$ cat src/rtl/npc_multicycle_sequencer.sv
// rtl/npc_multicycle_sequencer.sv - multi-cycle fetch/execute/load-store/writeback sequencer for the NPC core
module npc_multicycle_sequencer #(
  parameter int TIMEOUT = 256,
  parameter int CNT_W   = 64
) (
  input  logic             clk,
  input  logic             rst,
  output logic             ifu_req_valid,
  input  logic             ifu_req_ready,
  input  logic             ifu_resp_valid,
  output logic             ir_we,
  input  logic             dec_load,
  input  logic             dec_store,
  input  logic             dec_wen,
  input  logic             dec_halt,
  output logic             lsu_req_valid,
  output logic             lsu_wr,
  input  logic             lsu_req_ready,
  input  logic             lsu_resp_valid,
  output logic             reg_we,
  output logic             pc_we,
  output logic             halted,
  output logic             bus_err,
  output logic [2:0]       state,
  output logic [CNT_W-1:0] instret
);

  typedef enum logic [2:0] {
    S_IF_REQ  = 3'd0,
    S_IF_WAIT = 3'd1,
    S_EX      = 3'd2,
    S_LS_REQ  = 3'd3,
    S_LS_WAIT = 3'd4,
    S_WB      = 3'd5,
    S_HALTED  = 3'd6,
    S_BAD     = 3'd7
  } state_t;

  // Counter must reach TIMEOUT itself: after a last-cycle handshake it steps once more into the WAIT state.
  localparam int TMO_W = (TIMEOUT > 0) ? $clog2(TIMEOUT + 1) : 1;
  localparam logic [TMO_W-1:0] TMO_LAST = TMO_W'((TIMEOUT > 0) ? TIMEOUT - 1 : 0);

  state_t            cur_state;
  state_t            nxt_state;
  logic [TMO_W-1:0]  tmo_cnt;
  logic [CNT_W-1:0]  instret_q;
  logic              err_q;
  logic              in_bus_phase;
  logic              tmo_hit;
  logic              set_err;
  logic              retire;

  assign in_bus_phase = (cur_state == S_IF_REQ) || (cur_state == S_IF_WAIT) ||
                        (cur_state == S_LS_REQ) || (cur_state == S_LS_WAIT);
  assign tmo_hit      = (TIMEOUT != 0) && (tmo_cnt >= TMO_LAST);

  always_ff @(posedge clk) begin
    if (rst) begin
      cur_state <= S_IF_REQ;
      tmo_cnt   <= '0;
      instret_q <= '0;
      err_q     <= 1'b0;
    end else begin
      cur_state <= nxt_state;
      // Outside REQ/WAIT the counter idles at zero, so every REQ entry starts a fresh count.
      if (in_bus_phase)
        tmo_cnt <= tmo_cnt + TMO_W'(1);
      else
        tmo_cnt <= '0;
      if (retire)
        instret_q <= instret_q + CNT_W'(1);
      if (set_err)
        err_q <= 1'b1;
    end
  end

  always_comb begin
    nxt_state     = cur_state;
    ifu_req_valid = 1'b0;
    ir_we         = 1'b0;
    lsu_req_valid = 1'b0;
    lsu_wr        = 1'b0;
    reg_we        = 1'b0;
    pc_we         = 1'b0;
    halted        = 1'b0;
    set_err       = 1'b0;
    retire        = 1'b0;
    case (cur_state)
      S_IF_REQ: begin
        ifu_req_valid = 1'b1;
        if (ifu_req_ready) begin
          nxt_state = S_IF_WAIT;
        end else if (tmo_hit) begin
          nxt_state = S_HALTED;
          set_err   = 1'b1;
        end
      end
      S_IF_WAIT: begin
        if (ifu_resp_valid) begin
          ir_we     = 1'b1;
          nxt_state = S_EX;
        end else if (tmo_hit) begin
          nxt_state = S_HALTED;
          set_err   = 1'b1;
        end
      end
      S_EX: begin
        if (dec_halt)
          nxt_state = S_HALTED;
        else if (dec_load || dec_store)
          nxt_state = S_LS_REQ;
        else
          nxt_state = S_WB;
      end
      S_LS_REQ: begin
        lsu_req_valid = 1'b1;
        lsu_wr        = dec_store;
        if (lsu_req_ready) begin
          nxt_state = S_LS_WAIT;
        end else if (tmo_hit) begin
          nxt_state = S_HALTED;
          set_err   = 1'b1;
        end
      end
      S_LS_WAIT: begin
        if (lsu_resp_valid) begin
          nxt_state = S_WB;
        end else if (tmo_hit) begin
          nxt_state = S_HALTED;
          set_err   = 1'b1;
        end
      end
      S_WB: begin
        pc_we     = 1'b1;
        reg_we    = dec_wen && !dec_store;
        retire    = 1'b1;
        nxt_state = S_IF_REQ;
      end
      S_HALTED: begin
        halted = 1'b1;
      end
      default: begin
        halted = 1'b1;
      end
    endcase
  end

  assign bus_err = err_q || (cur_state == S_BAD);
  assign state   = cur_state;
  assign instret = instret_q;

endmodule
$ cat config.mk
export PLATFORM = sky130hd
export DESIGN_NAME = npc_multicycle_sequencer
export DESIGN_NICKNAME = d
export VERILOG_FILES = /design/src/rtl/npc_multicycle_sequencer.sv
export SDC_FILE = /design/constraint.sdc
export NUM_CORES = 1
export LEC_CHECK = 0
export ABC_AREA = 1
export BUFFER_PORTS_ARGS = -buffer_cell sky130_fd_sc_hd__buf_2
export CAP_MARGIN = 20
export CORE_MARGIN = 5
export CORE_UTILIZATION = 55
export DETAILED_ROUTE_END_ITERATION = 12
export GPL_TIMING_DRIVEN = 0
export PLACE_DENSITY_LB_ADDON = 0.08
export SETUP_SLACK_MARGIN = 0.4
export SKIP_CTS_REPAIR_TIMING = 1
export SLEW_MARGIN = 20
export SYNTH_ARGS = -nofsm -noshare
export SYNTH_HDL_FRONTEND = slang
export SYNTH_SLANG_ARGS = --single-unit
$ cat constraint.sdc
create_clock -name clk -period 2.01 [get_ports clk]
set_clock_uncertainty 0.05 [all_clocks]
set_input_delay 0.402 -clock clk [delete_from_list [all_inputs] [get_ports clk]]
set_output_delay 0.402 -clock clk [all_outputs]
set_load 0.005 [all_outputs]
==> results.toml <==
[critical_path]
path_max_fanout = 7
reg2regPathDepth = 8
required_ns = 2.19
worstReg2RegEnd = "instret[45]$_SDFFE_PP0P_"
critPathCaptureType = "register"
endpoint = "instret[45]$_SDFFE_PP0P_"
arrival_ns = 2.05
ff2ff_setup_slack_ns = 0.14
crit_start = "state[0]$_SDFFE_PP0P_"
crit_type = "register to register"
rr_startpoint = "state[0]$_SDFFE_PP0P_"
start_kind = "register"

[timing]
max-slew-margin-rel_pct = 47.81
finalSetupViolCount = 0
period_share_pct = 93.01
slew_violations = 0
fmax_mhz = 534.9
finalCriticalPeriod_ns = 1.870
worstMarginPinSlew_ns = 0.7829
worst_slack_ns = 0.1404
grt_setup_unrepaired = "true"
hold_viol = 0
finalSetupTns_ns = 0

[placement]
dp_hpwl_microns = 10430
place_ws_ns = -0.05683
dp_cells = 913
gp_congestion = 0.9724
io_buffers = 83

[synthesis]
yosysSeqAreaShare_pct = 34.17
yosysUniqueCellTypes = 35
syn_inst = 725
ys_async_sr_fraction_pct = 0
avgSynthCellArea_sq_um = 6.223
synth_area_sq_mm = 0.004512
ys.flop_type = "dfxtp_1"
yosys_warnings = 0
syn-num-nets = 738
synth_edf_count = 0
ys_seq_elements = 77

[layout]
n_antenna_cell = 0
drive_above_1_share_pct = 42.48
post_layout_nonfiller_instances = 983
area_growth_pct = 45.34
final_common_cell = "nand2_1"
final_nets = 886
final_cell_mix = "nand2_1, nor2_1, buf_2"

[floorplanning]
die_x_microns = 100.6
ios = 85
coreArea_sq_mm = 0.008093
start_util_pct = 55.75
die_area_sq_mm = 0.01011
row_count = 33
die_y_microns = 100.6

[power_and_ir_drop]
p_total_uw = 3918
irDropWorstVdd_v = 0.0004722
power_density_mw_per_mm2 = 597.4
cellLeakagePower_uw = 0.002720

[detailed_routing]
via_per_inst = 5.782
drtIter0Drc = 450
routedWlPerCell_microns = 17.70
drc_errors = 0
drt_first_pass_iters = 8
ant_nets = 0
routed_wl_microns = 17400
via_count = 5684

[clock_tree]
max-clock-path-buffers = 2
cts_tree = "built"
cts.sinks = 77
cts_made_buffers = 9
ctsHtreeMaxLevel = 3
cts-root-buf = "clkbuf_8"
path_clk_slew_ns = 0.09
clock_latency_ns = 0.36

[run]
maxCapViolCount = 0

[status]
outcome = "finished clean"

[grt]
grt_pass1_wl_microns = 21540
grt_overflow = 0
grt_pass1_vias = 4499
grt_max_degree = 14
grt_use_total_pct = 26.69
antenna_found_initial = 0

[min_path]
min_path_type = "primary input to register"
hold_start = "lsu_req_ready"
## sequential cells by signal, summed over array words and instances, names as in the netlist
| register | flops |
|---|---|
| err_q | 1 |
| instret | 64 |
| state | 3 |
| tmo_cnt | 9 |
## synthesized netlist by cell type, types with 2 or more instances
cell | n | area share (%)
nand2_1 | 205 | 17
clkbuf_1 | 9 | 0.75
nand3_2 | 6 | 1.3
xnor2_1 | 6 | 1.2
a21oi_1 | 36 | 4.0
dfxtp_1 | 77 | 34
a31oi_1 | 4 | 0.55
nand3b_1 | 2 | 0.33
nor2_4 | 9 | 2.2
nand2_2 | 3 | 0.42
inv_1 | 81 | 6.7
nor2_1 | 154 | 13
nor4_1 | 4 | 0.55
ha_1 | 3 | 0.83
nor2_2 | 8 | 1.1
xor2_1 | 10 | 1.9
or2_2 | 2 | 0.28
nor3_1 | 9 | 1.0
nand4_1 | 23 | 3.2
nand3_1 | 29 | 3.2
o21a_1 | 9 | 1.5
o21ai_0 | 22 | 2.4
o21ai_1 | 2 | 0.22
## critical path, cell delays in order, from the launching register on
cell and delay, ns:
dfxtp_4 0.42, nand2_4 0.06, nor2_4 0.15, nand4_1 0.20, nor2_4 0.22, nand4_1 0.25, buf_4 0.23, xor2_1 0.12
nor2_1 0.05
## worst min path at each step
stage                                  to  slack [ns]  cells after the start
floorplan           tmo_cnt[0]$_SDFF_PP0_        0.37                      1
global placement    tmo_cnt[0]$_SDFF_PP0_        0.38                      1
detailed placement  tmo_cnt[0]$_SDFF_PP0_        0.39                      1
CTS                 state[2]$_SDFFE_PP0P_        0.34                      3
global route        state[2]$_SDFFE_PP0P_        0.36                      3
finish              state[2]$_SDFFE_PP0P_        0.36                      3
## power by group
part	leakage [uW]	internal (uW)	switching (uW)	total (uW)
sequential	0.000659	1570	108	1680
combinational	0.00194	322	417	740
clock	0.000120	865	636	1500
total	0.00272	2760	1160	3920
## layout make-up
| type | count | area, sq um |
|---|---|---|
| clock inverters | 5 | 106.4 |
| flip-flops and latches | 77 | 1684 |
| repair buffers | 137 | 850.8 |
| multi-input cells | 555 | 3264 |
| clock buffers | 11 | 141.4 |
| plain buffers | 11 | 66.31 |
| inverters | 82 | 312.8 |
| well taps | 105 | 131.4 |
| fillers | 556 | 1535 |
## stage by stage
stage,cell area (sq um),util (%),hold WS [ns]
final,6558,81.03,0.3594
after global routing,6558,81.03,0.3632
after CTS,5310,65.62,0.3423
after detailed placement,5062,62.55,0.3890
after global placement,5062,62.55,0.3750
after floorplan,4516,-,0.3675
## cell families (layout without fill, tap and decap cells)
| kind of cell | count (synthesis) | in the layout | synth area share [%] |
|---|---|---|---|
| and+or+nand+nor | 460 | 460 | 44.87 |
| buffers and inverters | 93 | 246 | 7.764 |
| DFF | 77 | 77 | 34.17 |
| AOI/OAI and AO/OA | 76 | 76 | 9.262 |
| xor gates and xnor gates | 16 | 16 | 3.106 |
| adders and majority gates | 3 | 3 | 0.8320 |
## routing by layer
layer	vias up	track usage [%]	share of wire [%]
met5	-	0	0
met3	100	4.498	9.7
met2	390	41.59	46
li1	2616	-	-
met1	2578	37.68	39
met4	0	8.497	4.9
Note: power is estimated with default switching activity, not from simulation.
